`src/rtl/memory_read_streamer.sv`:
```
// Command-driven read streamer: walks simple_memory from a base address with a
// fixed stride and presents each multi-element read as a registered valid/ready beat.
module memory_read_streamer #(
    parameter int DATA_WIDTH                   = 8,
    parameter int PARALLEL_DATA_STREAMING_SIZE = 4,
    parameter int SIZE                         = 1024,
    parameter int ADDRESS_BITS                 = $clog2(SIZE + 1),
    parameter int LENGTH_BITS                  = 16
) (
    input  logic                    clk,
    input  logic                    reset_n,

    input  logic                    cmd_valid,
    output logic                    cmd_ready,
    input  logic [ADDRESS_BITS-1:0] cmd_base_address,
    input  logic [LENGTH_BITS-1:0]  cmd_num_beats,
    input  logic [ADDRESS_BITS-1:0] cmd_stride,

    output logic [ADDRESS_BITS-1:0] mem_read_address,
    input  logic [DATA_WIDTH-1:0]   mem_read_data [PARALLEL_DATA_STREAMING_SIZE],

    output logic                    out_valid,
    input  logic                    out_ready,
    output logic [DATA_WIDTH-1:0]   out_data [PARALLEL_DATA_STREAMING_SIZE],
    output logic                    out_last,

    output logic                    range_error,
    output logic                    done,
    output logic [1:0]              dbg_state
);

    // Handshakes: a transfer happens on a rising clk edge where valid and ready
    // are both high. The source keeps valid (and its payload) stable until then;
    // ready may change freely and never depends combinationally on valid here.

    typedef enum logic [1:0] {
        ST_IDLE   = 2'd0,
        ST_STREAM = 2'd1,
        ST_FLUSH  = 2'd2
    } state_t;

    localparam logic [ADDRESS_BITS:0]  LP_BEAT_ELEMS = (ADDRESS_BITS + 1)'(PARALLEL_DATA_STREAMING_SIZE);
    localparam logic [ADDRESS_BITS:0]  LP_SIZE       = (ADDRESS_BITS + 1)'(SIZE);
    localparam logic [LENGTH_BITS-1:0] LP_ONE_BEAT   = LENGTH_BITS'(1);

    state_t                  r_state;
    state_t                  w_state_next;

    logic [ADDRESS_BITS-1:0] r_addr;
    logic [ADDRESS_BITS-1:0] r_stride;
    logic [LENGTH_BITS-1:0]  r_remaining;
    logic [DATA_WIDTH-1:0]   r_out_data [PARALLEL_DATA_STREAMING_SIZE];
    logic                    r_out_valid;
    logic                    r_out_last;
    logic                    r_range_error;
    logic                    r_done;

    logic                    w_cmd_ready;
    logic                    w_accept;
    logic                    w_load;
    logic                    w_flush_hs;
    logic [ADDRESS_BITS:0]   w_window_end;
    logic                    w_range_hit;

    // One extra bit so a window running past the top of the address space
    // is still seen as out of range rather than wrapping to a small value.
    assign w_window_end = {1'b0, r_addr} + LP_BEAT_ELEMS;
    assign w_range_hit  = (w_window_end > LP_SIZE);

    always_ff @(posedge clk or negedge reset_n) begin
        if (!reset_n) begin
            r_state <= ST_IDLE;
        end else begin
            r_state <= w_state_next;
        end
    end

    always_comb begin
        w_state_next = r_state;
        w_cmd_ready  = 1'b0;
        w_accept     = 1'b0;
        w_load       = 1'b0;
        w_flush_hs   = 1'b0;
        case (r_state)
            ST_IDLE: begin
                w_cmd_ready = 1'b1;
                if (cmd_valid) begin
                    w_accept = 1'b1;
                    if (cmd_num_beats != '0) begin
                        w_state_next = ST_STREAM;
                    end
                end
            end
            ST_STREAM: begin
                // Refill whenever the output register is empty or being drained.
                w_load = (!r_out_valid || out_ready) && (r_remaining != '0);
                if (w_load && (r_remaining == LP_ONE_BEAT)) begin
                    w_state_next = ST_FLUSH;
                end
            end
            ST_FLUSH: begin
                if (out_ready) begin
                    w_flush_hs   = 1'b1;
                    w_state_next = ST_IDLE;
                end
            end
            default: begin
                w_state_next = ST_IDLE;
            end
        endcase
    end

    always_ff @(posedge clk or negedge reset_n) begin
        if (!reset_n) begin
            r_addr        <= '0;
            r_stride      <= '0;
            r_remaining   <= '0;
            r_out_valid   <= 1'b0;
            r_out_last    <= 1'b0;
            r_range_error <= 1'b0;
            r_done        <= 1'b0;
            for (int i = 0; i < PARALLEL_DATA_STREAMING_SIZE; i++) begin
                r_out_data[i] <= '0;
            end
        end else begin
            r_done <= 1'b0;

            if (w_accept) begin
                r_addr        <= cmd_base_address;
                r_remaining   <= cmd_num_beats;
                r_stride      <= cmd_stride;
                r_range_error <= 1'b0;
                if (cmd_num_beats == '0) begin
                    r_done <= 1'b1;
                end
            end

            if (w_load) begin
                r_out_data  <= mem_read_data;
                r_out_valid <= 1'b1;
                r_out_last  <= (r_remaining == LP_ONE_BEAT);
                r_addr      <= r_addr + r_stride;
                r_remaining <= r_remaining - LP_ONE_BEAT;
                if (w_range_hit) begin
                    r_range_error <= 1'b1;
                end
            end else if ((r_state == ST_STREAM) && r_out_valid && out_ready) begin
                r_out_valid <= 1'b0;
                r_out_last  <= 1'b0;
            end

            if (w_flush_hs) begin
                r_out_valid <= 1'b0;
                r_out_last  <= 1'b0;
                r_done      <= 1'b1;
            end
        end
    end

    assign cmd_ready        = w_cmd_ready;
    assign mem_read_address = r_addr;
    assign out_valid        = r_out_valid;
    assign out_data         = r_out_data;
    assign out_last         = r_out_last;
    assign range_error      = r_range_error;
    assign done             = r_done;
    assign dbg_state        = r_state;

endmodule

```
`config.mk`:
```
export PLATFORM = sky130hd
export DESIGN_NAME = memory_read_streamer
export DESIGN_NICKNAME = d
export VERILOG_FILES = /design/src/rtl/memory_read_streamer.sv
export SDC_FILE = /design/constraint.sdc
export NUM_CORES = 1
export LEC_CHECK = 0
export CORE_UTILIZATION = 46
export DETAILED_ROUTE_END_ITERATION = 6
export PLACE_DENSITY = 0.87
export SYNTH_ARGS = -nofsm -noshare
export SYNTH_HDL_FRONTEND = slang
export SYNTH_SLANG_ARGS = --single-unit
```
`constraint.sdc`:
```
create_clock -name clk -period 3.62 [get_ports clk]
set_input_delay 0.362 -clock clk [delete_from_list [all_inputs] [get_ports clk]]
set_output_delay 0.362 -clock clk [all_outputs]
set_load 0.1 [all_outputs]
```
**After elaboration in Yosys (flattened, before gate mapping)**

Cells that the tools add are included.

- Register bits: 76
- Input bits: 74
- Output and inout bits: 50
- Word-level logic and storage cells: 62

- $add $sub $neg: 3
- Order comparisons: 1
- Eq/ne operators: 7
- Multiplexer cells: 26
- Reduce and logical (&&, ||, !) cells: 13

Operator list:

| cell | count |
|---|---|
| 2-to-1 mux 16 bit | 2 |
| nonzero test 16 bit | 2 |
| 2-to-1 mux 11 bit | 2 |
| 2-to-1 mux 1 bit | 17 |
| equality test 16 x 1 -> 1 bit, second input constant | 1 |
| logical NOT 16 bit | 1 |
| subtractor 16 x 1 -> 16 bit, second input constant | 1 |
| adder 11 x 3 -> 12 bit, second input constant | 1 |
| > comparator 12 x 11 -> 1 bit, second input constant | 1 |
| adder 11 bit | 1 |
| 2-to-1 mux 2 bit | 4 |
| inequality test 2 bit, second input constant | 4 |
| one-hot mux 2 bit (3 select lines) | 1 |
| logical AND 1 bit | 4 |
| AND reduction 4 bit | 1 |
| nonzero test 3 bit | 1 |
| equality test 2 x 1 -> 1 bit, second input constant | 1 |
| equality test 2 bit, second input constant | 1 |
| logical NOT 2 bit | 1 |
| nonzero test 2 bit | 1 |
| logical NOT 1 bit | 1 |
| logical OR 1 bit | 1 |

**Longest topological paths before layout**

- Depth in word-level cells: 6
- Depth in mapped cells: 8
- Depth with buffers taken out: 8

**Worst setup path before layout**

Ideal clock, no wire load.

- Path kind: register to register
- From: register r_state[0] (netlist: dbg_state[0])
- To: register r_stride[10]
- Library setup time: 0.117 ns
- Arrival time: 3.429 ns
- Data required time: 3.503 ns
- Slack: 0.074 ns
- Stages on the path, launching flop included: 7
- Path buffers: 2
- Clock period less this slack: 3.546 ns
- Cells stage by stage: dfrtp_1 nor2_1 nand2_1 clkbuf_1 clkbuf_1 nand2_1 nand2_1

- Longest elaborated chain between the ends: 2

Ends and longest elaborated chain:

| element | line | text |
|---|---|---|
| start, declared | 46 | `state_t r_state;` |
| start signal, assigned | 74 | `r_state <= w_state_next;` |
| logical NOT 2 bit | 84 | `case (r_state)` |
| 2-to-1 mux 1 bit | 84 |  |
| end signal, assigned | 131 | `r_stride <= cmd_stride;` |
| end, declared | 50 | `logic [ADDRESS_BITS-1:0] r_stride;` |

No other way between the ends.
A chain may end at the register's enable or synchronous reset.

**Final worst setup path**

- From: register r_addr[0] (netlist: mem_read_address[0])
- To: register r_addr[10] (netlist: mem_read_address[10])

- Longest elaborated chain between the ends: 2

Ends and longest elaborated chain:

| element | line | text |
|---|---|---|
| start, declared | 49 | `logic [ADDRESS_BITS-1:0] r_addr;` |
| start signal, assigned | 129 | `r_addr <= cmd_base_address;` |
| start signal, assigned | 142 | `r_addr <= r_addr + r_stride;` |
| adder 11 bit | 142 |  |
| 2-to-1 mux 11 bit | 138 | `if (w_load) begin` |

No other way between the ends.

==> flow_metrics.py <==
metrics = {
    "worst_setup_path": {
        "critPathRequiredTime_ps": 3870,
        "arrival_ps": 3050,
        "cp-end-kind": "flop",
        "critPathLaunchType": "flop",
        "critPathMaxFanout": 4,
        "critPathKind": "flop to flop",
    },
    "cells_and_area": {
        "nets": 579,
        "syn2layout_area_growth_pct": 39.82,
        "num-fill-cells": 598,
        "drive_above_1_share_pct": 11.87,
        "stdcell_area_mm2": 0.005360,
        "diodes": 0,
    },
    "yosys": {
        "syn_area_mm2": 0.003834,
        "ys_ff_latch": 76,
        "yosysUniqueCellTypes": 50,
        "syn_inst": 369,
        "synth_ff_type": "dfrtp_1",
        "ys_warn_count": 0,
        "synth_edf_count": 0,
        "avgSynthCellArea_um2": 10.39,
        "synth_nets": 456,
        "ys_seq_area_share_pct": 49.61,
        "async_reset_ff_share_pct": 100.0,
    },
    "sta": {
        "fmax_mhz": 357.1,
        "tns_ps": 0,
        "max-slew-margin-rel_pct": 31.45,
        "finalHoldViolations": 0,
        "setup_viol": 0,
        "rsz0062_at_grt": "false",
        "tightest_slew_ps": 1025,
        "finalCritPeriodShare_pct": 77.36,
        "clock_skew_ps": 10.89,
        "finalMaxSlewViolations": 0,
        "period_needed_ps": 2801,
    },
    "drt": {
        "vias": 3340,
        "ant_nets": 0,
        "first_pass_iters": 4,
        "wl_um": 9902,
        "wire_per_inst_um": 16.53,
        "drc_errors": 0,
        "dr.first_iter.drc_count": 117,
        "vias_per_cell": 5.576,
    },
    "clock_tree": {
        "clockRootBuffer": "clkbuf_8",
        "clkSinkCount": 76,
        "postCtsHoldBufs": 0,
        "worstSkewPairLatency_ps": 360,
        "htreeDepth": 3,
        "clkSlewWorstSetupHoldPaths_ps": 90,
        "cts_tree": "yes",
        "cts.repair.resized": 0,
        "cts_buffers": 9,
        "clk_path_buf_depth": 2,
        "post-cts-setup-buffers": 0,
    },
    "global_route": {
        "grt_usage_pct": 23.93,
        "grt_first_pass_wirelength_um": 16070,
        "antenna_found_initial": 0,
        "grt_remaining_overflow": 0,
        "grt_pass1_vias": 3394,
        "grt_max_degree": 77,
    },
    "power_and_ir_drop": {
        "ir_drop_mv": 0.6161,
        "powerDensity_mw_per_mm2": 869.7,
        "p_leak_nw": 2.311,
    },
    "floorplan": {
        "die_area_mm2": 0.008703,
        "ioPinCount": 124,
        "coreArea_mm2": 0.007888,
        "rows": 32,
        "start_util_pct": 48.60,
        "fp.dieW_um": 93.29,
        "die_h_um": 93.29,
    },
    "placement": {
        "dp_hpwl_um": 7042,
        "place_area_mm2": 0.005142,
        "gp_congestion": 0.8399,
        "port-buffer-count": 123,
    },
    "run": {
        "cap_violations": 0,
    },
    "hold_path": {
        "holdCritPathClass": "primary input to async pin",
    },
    "status": {
        "outcome": "completed",
    },
}
-- Yosys cell counts, drive strengths merged, types with 2 or more instances --
master / instances / share of area (%)
a211oi: 4 / 0.78
xor2: 2 / 0.46
xnor2: 5 / 1.1
or4: 2 / 0.59
a311oi: 5 / 1.1
and3: 3 / 0.49
nor3: 9 / 1.3
mux2i: 6 / 1.6
a21oi: 16 / 2.1
dfrtp: 76 / 50
nor2: 21 / 2.4
o21a: 4 / 0.78
nand3: 8 / 1.0
clkbuf: 6 / 0.59
o22ai: 2 / 0.33
a211o: 2 / 0.46
o211ai: 5 / 0.98
or3: 2 / 0.33
a21o: 5 / 0.98
a31oi: 3 / 0.49
inv: 6 / 0.59
nand2: 69 / 6.8
buf: 9 / 1.4
ha: 12 / 3.9
nor4: 7 / 1.1
o21bai: 2 / 0.39
nand2b: 4 / 0.65
nand4: 3 / 0.49
a221o: 3 / 0.78
mux2: 32 / 9.4
a22oi: 2 / 0.39
o21ai: 19 / 2.5
nor2b: 2 / 0.33
-- cell type report --
type	count	area, um2	share of cell area, %
clock buffers	12	145.1	2.708
clock inverters	4	72.57	1.354
inverters	6	22.52	0.4202
multi-input cells	272	1832	34.17
flip-flops and latches	76	1902	35.48
well taps	102	127.6	2.381
repair buffers	127	1259	23.48
-- registers in the layout, indices dropped and copies added, names as in the netlist --
| signal | cells |
|---|---|
| r_remaining | 16 |
| dbg_state | 2 |
| out_last | 1 |
| out_data | 32 |
| r_stride | 11 |
| out_valid | 1 |
| done | 1 |
| range_error | 1 |
| mem_read_address | 11 |
-- where the power goes --
part / total [mW] / switching [mW] / internal, mW
registers: 1.36 / 0.254 / 1.11
clock network: 0.736 / 0.329 / 0.407
logic: 2.57 / 1.77 / 0.801
-- kinds of logic (layout without fill, tap and decap cells) --
logic type / Yosys count / count (layout) / share of synthesized area (%)
simple gates: 134 / 134 / 16.32
mux: 38 / 38 / 10.97
buf+inv: 21 / 149 / 2.611
xor+xnor: 7 / 7 / 1.599
compound gates: 80 / 80 / 14.46
flops: 76 / 76 / 49.61
fa+ha+maj: 13 / 13 / 4.439
-- critical path: stages, from the launching register on --
cell       delay [ps]
dfrtp_1           420
ha_1              240
fa_1              420
a211oi_1          340
o21ai_0           220
a2111oi_0         420
nor3b_1           130
a21o_1            200
a221o_1           290
-- path summary, 6_finish.rpt --
check | depth (start not counted) | end | startpoint | slack, ps
max in group asynchronous | 1 | mem_read_address[2]$_DFFE_PN0P_ | reset_n | 2860
worst min register to register | 2 | r_stride[0]$_DFFE_PN0P_ | r_stride[0]$_DFFE_PN0P_ | 480
worst min-delay path | 1 | done$_DFF_PN0_ | reset_n | 140
worst max register to register | 8 | mem_read_address[10]$_DFFE_PN0P_ | mem_read_address[0]$_DFFE_PN0P_ | 820
min in group clk | 2 | r_stride[0]$_DFFE_PN0P_ | r_stride[0]$_DFFE_PN0P_ | 480
worst max-delay path | 8 | mem_read_address[10]$_DFFE_PN0P_ | mem_read_address[0]$_DFFE_PN0P_ | 820
-- layer usage --
| metal | part of all wire (%) | global-route usage (%) | vias to the layer above |
|---|---|---|---|
| met1 | 42 | 28.23 | 1634 |
| li1 | - | - | 1582 |
| met2 | 51 | 42.77 | 111 |
| met3 | 5.6 | 6.260 | 13 |
| met4 | 1.4 | 6.795 | 0 |
| met5 | 0 | 0 | - |
-- stage by stage --
step	utilization (%)	power (mW)	hold slack, ps	std cells	worst slack (ps)
after floorplan	-	3.282	66.41	369	74.14
after global placement	65.20	3.850	466.0	583	933.7
after detailed placement	65.20	3.920	468.9	583	885.4
after CTS	67.96	4.659	188.9	599	837.7
after global routing	67.96	4.902	234.2	599	572.3
final	67.96	4.662	137.4	599	819.5
-- cell usage in the layout (no fill, tap or decap), types with 2 or more instances in the layout --
cell             count
nand3_1              8
mux2i_1              6
mux2_2              32
bufinv_16            2
nor2_4               2
xnor2_1              5
a221o_1              3
o22ai_1              2
a311oi_1             5
or4_4                2
nand2b_1             4
dfrtp_1             76
a21oi_1             16
a211o_1              2
or3_1                2
a31oi_1              3
nand4_1              3
clkbuf_8            10
o21a_1               4
nor2_1              19
o21bai_1             2
clkbuf_1             2
a21o_1               5
nor2b_1              2
ha_1                12
xor2_1               2
a22oi_1              2
nand2_1             69
inv_1                6
o211ai_1             5
o21ai_0             19
buf_4                5
nor3_1               8
clkdlybuf4s50_1    122
a211oi_1             4
nor4_1               7
and3_1               3
No activity file was read; power rests on OpenSTA's default activity.
